### src/rtl/ivs_mst.sv
// Single-outstanding AHB initiator: turns valid/ready commands into word-wide
// SINGLE read/write transfers, with a wait-state timeout that guarantees a response.
module ivs_mst #(
  parameter int TIMEOUT = 255,
  parameter int TO_W    = 8
) (
  input  logic        hclk,
  input  logic        hrst_n,
  input  logic        cmd_valid,
  output logic        cmd_ready,
  input  logic        cmd_write,
  input  logic [31:0] cmd_addr,
  input  logic [31:0] cmd_wdata,
  output logic        rsp_valid,
  output logic [31:0] rsp_rdata,
  output logic        rsp_err,
  output logic        rsp_timeout,
  output logic [1:0]  htrans,
  output logic        hwrite,
  output logic [31:0] haddr,
  output logic [31:0] hwdata,
  output logic [1:0]  hsize,
  output logic [2:0]  hburst,
  output logic [3:0]  hprot,
  input  logic        hready,
  input  logic [1:0]  hresp,
  input  logic [31:0] hrdata
);

  typedef enum logic [1:0] {IDLE, ADDR, DATA} state_t;

  localparam logic [TO_W-1:0] TO_LAST = (TIMEOUT == 0) ? '0 : TO_W'(TIMEOUT - 1);

  state_t          state;
  logic [TO_W-1:0] to_cnt;
  logic [31:0]     wdata_q;
  logic            to_hit;

  assign cmd_ready = (state == IDLE);
  assign hsize     = 2'b10;
  assign hburst    = 3'b000;
  assign hprot     = 4'b0011;

  // Abort on the last tolerated stall cycle of either phase.
  assign to_hit = (TIMEOUT != 0) && !hready && (to_cnt == TO_LAST);

  always_ff @(posedge hclk or negedge hrst_n) begin
    if (!hrst_n) begin
      state       <= IDLE;
      htrans      <= 2'b00;
      hwrite      <= 1'b0;
      haddr       <= '0;
      hwdata      <= '0;
      wdata_q     <= '0;
      rsp_valid   <= 1'b0;
      rsp_rdata   <= '0;
      rsp_err     <= 1'b0;
      rsp_timeout <= 1'b0;
      to_cnt      <= '0;
    end else begin
      rsp_valid <= 1'b0;
      case (state)
        IDLE: begin
          if (cmd_valid) begin
            hwrite  <= cmd_write;
            haddr   <= cmd_addr & 32'hFFFF_FFFC;
            wdata_q <= cmd_wdata;
            htrans  <= 2'b10;
            to_cnt  <= '0;
            state   <= ADDR;
          end
        end
        ADDR: begin
          if (hready) begin
            htrans <= 2'b00;
            if (hwrite) hwdata <= wdata_q;
            to_cnt <= '0;
            state  <= DATA;
          end else if (to_hit) begin
            htrans      <= 2'b00;
            rsp_valid   <= 1'b1;
            rsp_err     <= 1'b1;
            rsp_timeout <= 1'b1;
            to_cnt      <= '0;
            state       <= IDLE;
          end else begin
            to_cnt <= to_cnt + 1'b1;
          end
        end
        DATA: begin
          if (hready) begin
            if (!hwrite) rsp_rdata <= hrdata;
            rsp_valid   <= 1'b1;
            rsp_err     <= (hresp != 2'b00);
            rsp_timeout <= 1'b0;
            to_cnt      <= '0;
            state       <= IDLE;
          end else if (to_hit) begin
            htrans      <= 2'b00;
            rsp_valid   <= 1'b1;
            rsp_err     <= 1'b1;
            rsp_timeout <= 1'b1;
            to_cnt      <= '0;
            state       <= IDLE;
          end else begin
            to_cnt <= to_cnt + 1'b1;
          end
        end
        default: begin
          htrans <= 2'b00;
          to_cnt <= '0;
          state  <= IDLE;
        end
      endcase
    end
  end

endmodule

### config.mk
export PLATFORM = sky130hd
export DESIGN_NAME = ivs_mst
export DESIGN_NICKNAME = d
export VERILOG_FILES = /design/src/rtl/ivs_mst.sv
export SDC_FILE = /design/constraint.sdc
export NUM_CORES = 1
export LEC_CHECK = 0
export CORE_MARGIN = 2
export CORE_UTILIZATION = 30
export DETAILED_ROUTE_END_ITERATION = 12
export PLACE_DENSITY = 0.65
export SLEW_MARGIN = 30
export SYNTH_ARGS = -nofsm -noshare
export SYNTH_HDL_FRONTEND = slang
export SYNTH_SLANG_ARGS = --single-unit
### constraint.sdc
create_clock -name hclk -period 1.6 [get_ports hclk]
set_input_delay 0.32 -clock hclk [delete_from_list [all_inputs] [get_ports hclk]]
set_output_delay 0.32 -clock hclk [all_outputs]
set_load 0.01 [all_outputs]
## After elaboration in Yosys (flattened, before gate mapping)

Index checks and enable logic that the tools add are counted.

- Bits in registers: 142
- Input port bits: 103
- Output and inout port bits: 112

- Mux-type cells: 26
- Bitwise operators: 1
- $add $sub $neg: 1
- Reduce and logical (&&, ||, !) cells: 11
- Eq/ne operators: 6

Operators with widths:

| operator | count |
|---|---|
| $mux 8 | 3 |
| $mux 2 | 8 |
| $pmux 8 s2 | 1 |
| $pmux 2 s3 | 2 |
| $mux 1 | 9 |
| $add 8x1->8 const B | 1 |
| $eq 8x8->1 const B | 1 |
| $ne 2x2->1 const B | 3 |
| $pmux 1 s2 | 3 |
| $reduce_and 2->1 | 3 |
| $reduce_and 3->1 | 2 |
| $reduce_bool 2->1 | 2 |
| $eq 2x1->1 const B | 1 |
| $eq 2x2->1 const B | 1 |
| $logic_not 2->1 | 1 |
| $reduce_or 2->1 | 1 |
| $logic_and 1x1->1 | 1 |
| $logic_not 1->1 | 1 |
| $not 1->1 | 1 |

## Longest topological paths before layout

- Depth in word-level cells: 5
- Depth in mapped cells: 7
- Gate-level depth less buffers: 6

## Worst setup path before layout

OpenSTA, ideal clock, no wires.

- Path kind: register to register
- Start point: register state[0]
- End point: register rsp_rdata[0]
- Path slack: -0.055 ns
- Data required time: 1.475 ns
- Stages on the path, launching flop included: 8
- Path buffers: 2
- Data arrival time: 1.530 ns
- Cells stage by stage: dfrtp_1 -> inv_1 -> ha_1 -> nand2_2 -> or2_1 -> buf_6 -> buf_12 -> mux2_4

- Cells in the longest elaborated chain, start to end: 2

RTL lines:

| item | RTL line | text |
|---|---|---|
| start: declaration | 34 | `state_t state;` |
| start signal: assignment | 49 | `state <= IDLE;` |
| start signal: assignment | 70 | `state <= ADDR;` |
| start signal: assignment | 78 | `state <= DATA;` |
| $eq 2x2->1 | 62 | `case (state)` |
| $reduce_and 3->1 (no source line) | -- |  |
| end signal: assignment | 92 | `if (!hwrite) rsp_rdata <= hrdata;` |
| end: declaration | 15 | `output logic [31:0] rsp_rdata,` |

No other way between the ends.
A chain may end at the register's enable or synchronous reset.

## Final worst setup path

- Start point: register state[0]
- End point: register rsp_rdata[4]

Same word-level chain as after synthesis.

==> flow_metrics.py <==
metrics = {
    "yosys": {
        "async_reset_ff_share_pct": 100,
        "synthFlopType": "dfrtp_1",
        "ys_warn_count": 0,
        "synth_edf_count": 0,
        "yosys.area.top_type": "dfrtp_1",
        "synthTopCellsByArea": "dfrtp_1 (62%), mux2_2 (19%), mux2_4 (7.8%), buf_4 (1.4%), ha_1 (1.3%)",
        "synth_top_area_share_pct": 61.9,
        "synth_seq_cells": 142,
        "syn_inst": 365,
        "avgSynthCellArea_um2": 15.7,
        "seq_area_frac_synth_pct": 61.9,
        "netlist_area_um2": 5740,
        "synth.distinct_cells": 34,
    },
    "setup_path": {
        "reg2reg_slack_ns": -0.002,
        "critPathMaxStageDelay_ns": 0.40,
        "cp_max_fo": 16,
        "reg2regPathDepth": 6,
        "worstPathRequired_ns": 1.90,
        "crit_chain": "inv_2 > ha_4 > nand2_2 > or2_4 > buf_12 > mux2_4",
        "worstSetupEndpointType": "register",
        "path_delay_family": "flip-flops",
        "r2r-end": "rsp_rdata[4]",
        "arrival_ns": 1.90,
        "reg2reg_from": "state[0]",
        "critPathLaunch": "state[0]",
        "critPathSlowestCell": "dfrtp_1",
        "path_buf_inv": 2,
        "critPathKind": "register to register",
        "start_kind": "register",
    },
    "sta": {
        "whs_ns": 0.383,
        "final_hold_viol_count": 0,
        "fin_crit_ns": 1.60,
        "slew_viol_final": 0,
        "finalSetupViolCount": 2,
        "rsz0062_at_grt": "true",
        "clock.fmax_ghz": 0.624,
        "finalCritPeriodShare_pct": 100,
        "clock_skew_ns": 0.0111,
        "finalSetupTns_ns": -0.00298,
        "setup_slack_ns": -0.00240,
    },
    "floorplan": {
        "die_h_um": 142,
        "die-area_um2": 20300,
        "rows": 50,
        "start_util_pct": 30.6,
        "ios": 215,
        "die_width_um": 142,
        "core_um2": 18800,
    },
    "placement": {
        "port-buffer-count": 201,
        "finalWeightedCongestion": 0.794,
        "pre_cts_slack_ns": -0.281,
        "dp_hpwl_mm": 9.66,
    },
    "clock_tree": {
        "cts_sinks": 142,
        "cts-root-buf": "clkbuf_16",
        "cts_max_level": 4,
        "insertion_delay_ns": 0.42,
        "cts_max_path_buffers": 2,
        "cts-buffers-inserted": 17,
        "cts_tree": "built",
        "post-cts-setup-buffers": 0,
        "clk_pin_slew_ns": 0.06,
    },
    "final_layout": {
        "nNetsFinal": 708,
        "num_antenna_cells": 0,
        "mostFrequentLayoutCell": "dfrtp_1",
        "layout.cells.most_common_list": "dfrtp_1 (142), dlygate4sd2_1 (100), clkdlybuf4s50_1 (99)",
        "final_layout_size_suffix_gt1_share_pct": 33.5,
        "syn2layout_area_growth_pct": 53.7,
    },
    "route": {
        "vias": 3736,
        "ant_nets": 0,
        "drc": 0,
        "finalWirelength_mm": 13.6,
        "wire_per_inst_um": 16.0,
        "via_per_inst": 4.42,
        "first_iter_violations": 151,
        "firstDrtPassIters": 4,
    },
    "global_route": {
        "antenna_found_initial": 0,
        "grt_usage_pct": 13.7,
        "grt_pass1_wl_mm": 21.3,
        "grt_max_degree": 40,
        "first_global_vias": 4093,
        "overflow": 0,
    },
    "pwr": {
        "leakagePower_nw": 4.15,
        "vdd_drop_max_uv": 890,
        "finalPower_w": 0.0172,
        "powerDensity_nw_per_um2": 1950,
    },
    "status": {
        "status": "finished, violations left",
        "violations": "negative setup slack",
    },
    "run": {
        "drv_cap": 0,
    },
    "worst_hold_path": {
        "hold_class": "primary input to async pin",
    },
}
## through the flow
stage / instance area [µm²] / cells / util [%]
2_1_floorplan: 5790 / 374 / -
3_3_place_gp: 8190 / 812 / 43.6
3_5_place_dp: 8190 / 812 / 43.6
4_1_cts: 8790 / 846 / 46.9
5_1_grt: 8830 / 846 / 47.0
6_report: 8830 / 846 / 47.0
## worst reg2reg max path, delay by kind of cell, from the launching register on
kind,cells,cell delay (ns)
fa+ha+maj,1,0.15
buf+inv,2,0.29
flops,1,0.40
mux,1,0.32
simple gates,2,0.32
## worst max-delay path by stage
stage / endpoint / slack, ns / cells after the start
6_report: rsp_rdata[4] / -0.002 / 6
5_1_grt: rsp_rdata[13] / -0.06 / 6
4_1_cts: cmd_ready / -0.13 / 3
3_5_place_dp: to_cnt[2] / -0.28 / 7
3_3_place_gp: rsp_rdata[12] / -0.25 / 5
2_1_floorplan: rsp_rdata[0] / 0.02 / 7
## cells by family (layout without fill, tap and decap cells)
kind of cell	after synthesis	in the layout	share of synthesized area [%]
AOI/OAI and AO/OA	13	13	1.68
xor gates and xnor gates	6	6	0.915
adders and majority gates	6	6	1.31
buffers and inverters	30	268	3.86
DFF	142	142	61.9
muxes	128	128	27.0
other	2	11	0.131
and+or+nand+nor	38	38	3.20
## Yosys cell counts (2+ instances only)
cell,instances
nand2_1,4
mux2_4,30
mux2_2,97
buf_12,3
buf_4,11
nor3_1,3
ha_1,6
a21oi_1,3
xor2_1,3
a32o_1,2
o21a_1,2
o21ai_0,2
xnor2_1,3
conb_1,2
buf_2,9
nand2b_1,2
inv_1,5
nand4_1,5
dfrtp_1,142
nor2_1,15
nand3_1,3
## where the power goes
| part | switching [W] | internal [W] |
|---|---|---|
| sequential | 0.000843 | 0.00532 |
| clock | 0.00153 | 0.00298 |
| combinational | 0.00265 | 0.00385 |
## layout make-up
cell class,count,area [µm²]
Clock buffer,19,443
Clock inverter,13,235
Fill cell,1695,9940
Inverter,5,18.8
Multi-Input combinational cell,202,2070
Sequential cell,142,3550
Tap cell,234,293
Timing Repair Buffer,231,2210
## routing by layer
metal,GRT usage (%),wire length [µm],vias to the layer above
met2,23.3,6720,146
li1,-,-,1733
met3,5.35,1090,14
met5,0,0,-
met4,4.64,148,0
met1,15.7,5610,1843
## repair_timing
action	CTS	global route
gates resized for setup	108	11
hold buffers	1	0
endpoints found under the hold margin	32	0
setup endpoints to repair	172	101
cloned	1	0
pin swaps	0	1
## sequential cells by signal, summed over array words and instances, names as in the netlist
name / cells
haddr: 30
htrans: 2
hwdata: 32
hwrite: 1
rsp_err: 1
rsp_rdata: 32
rsp_timeout: 1
rsp_valid: 1
state: 2
to_cnt: 8
wdata_q: 32
No activity file was read; power rests on OpenSTA's default activity.
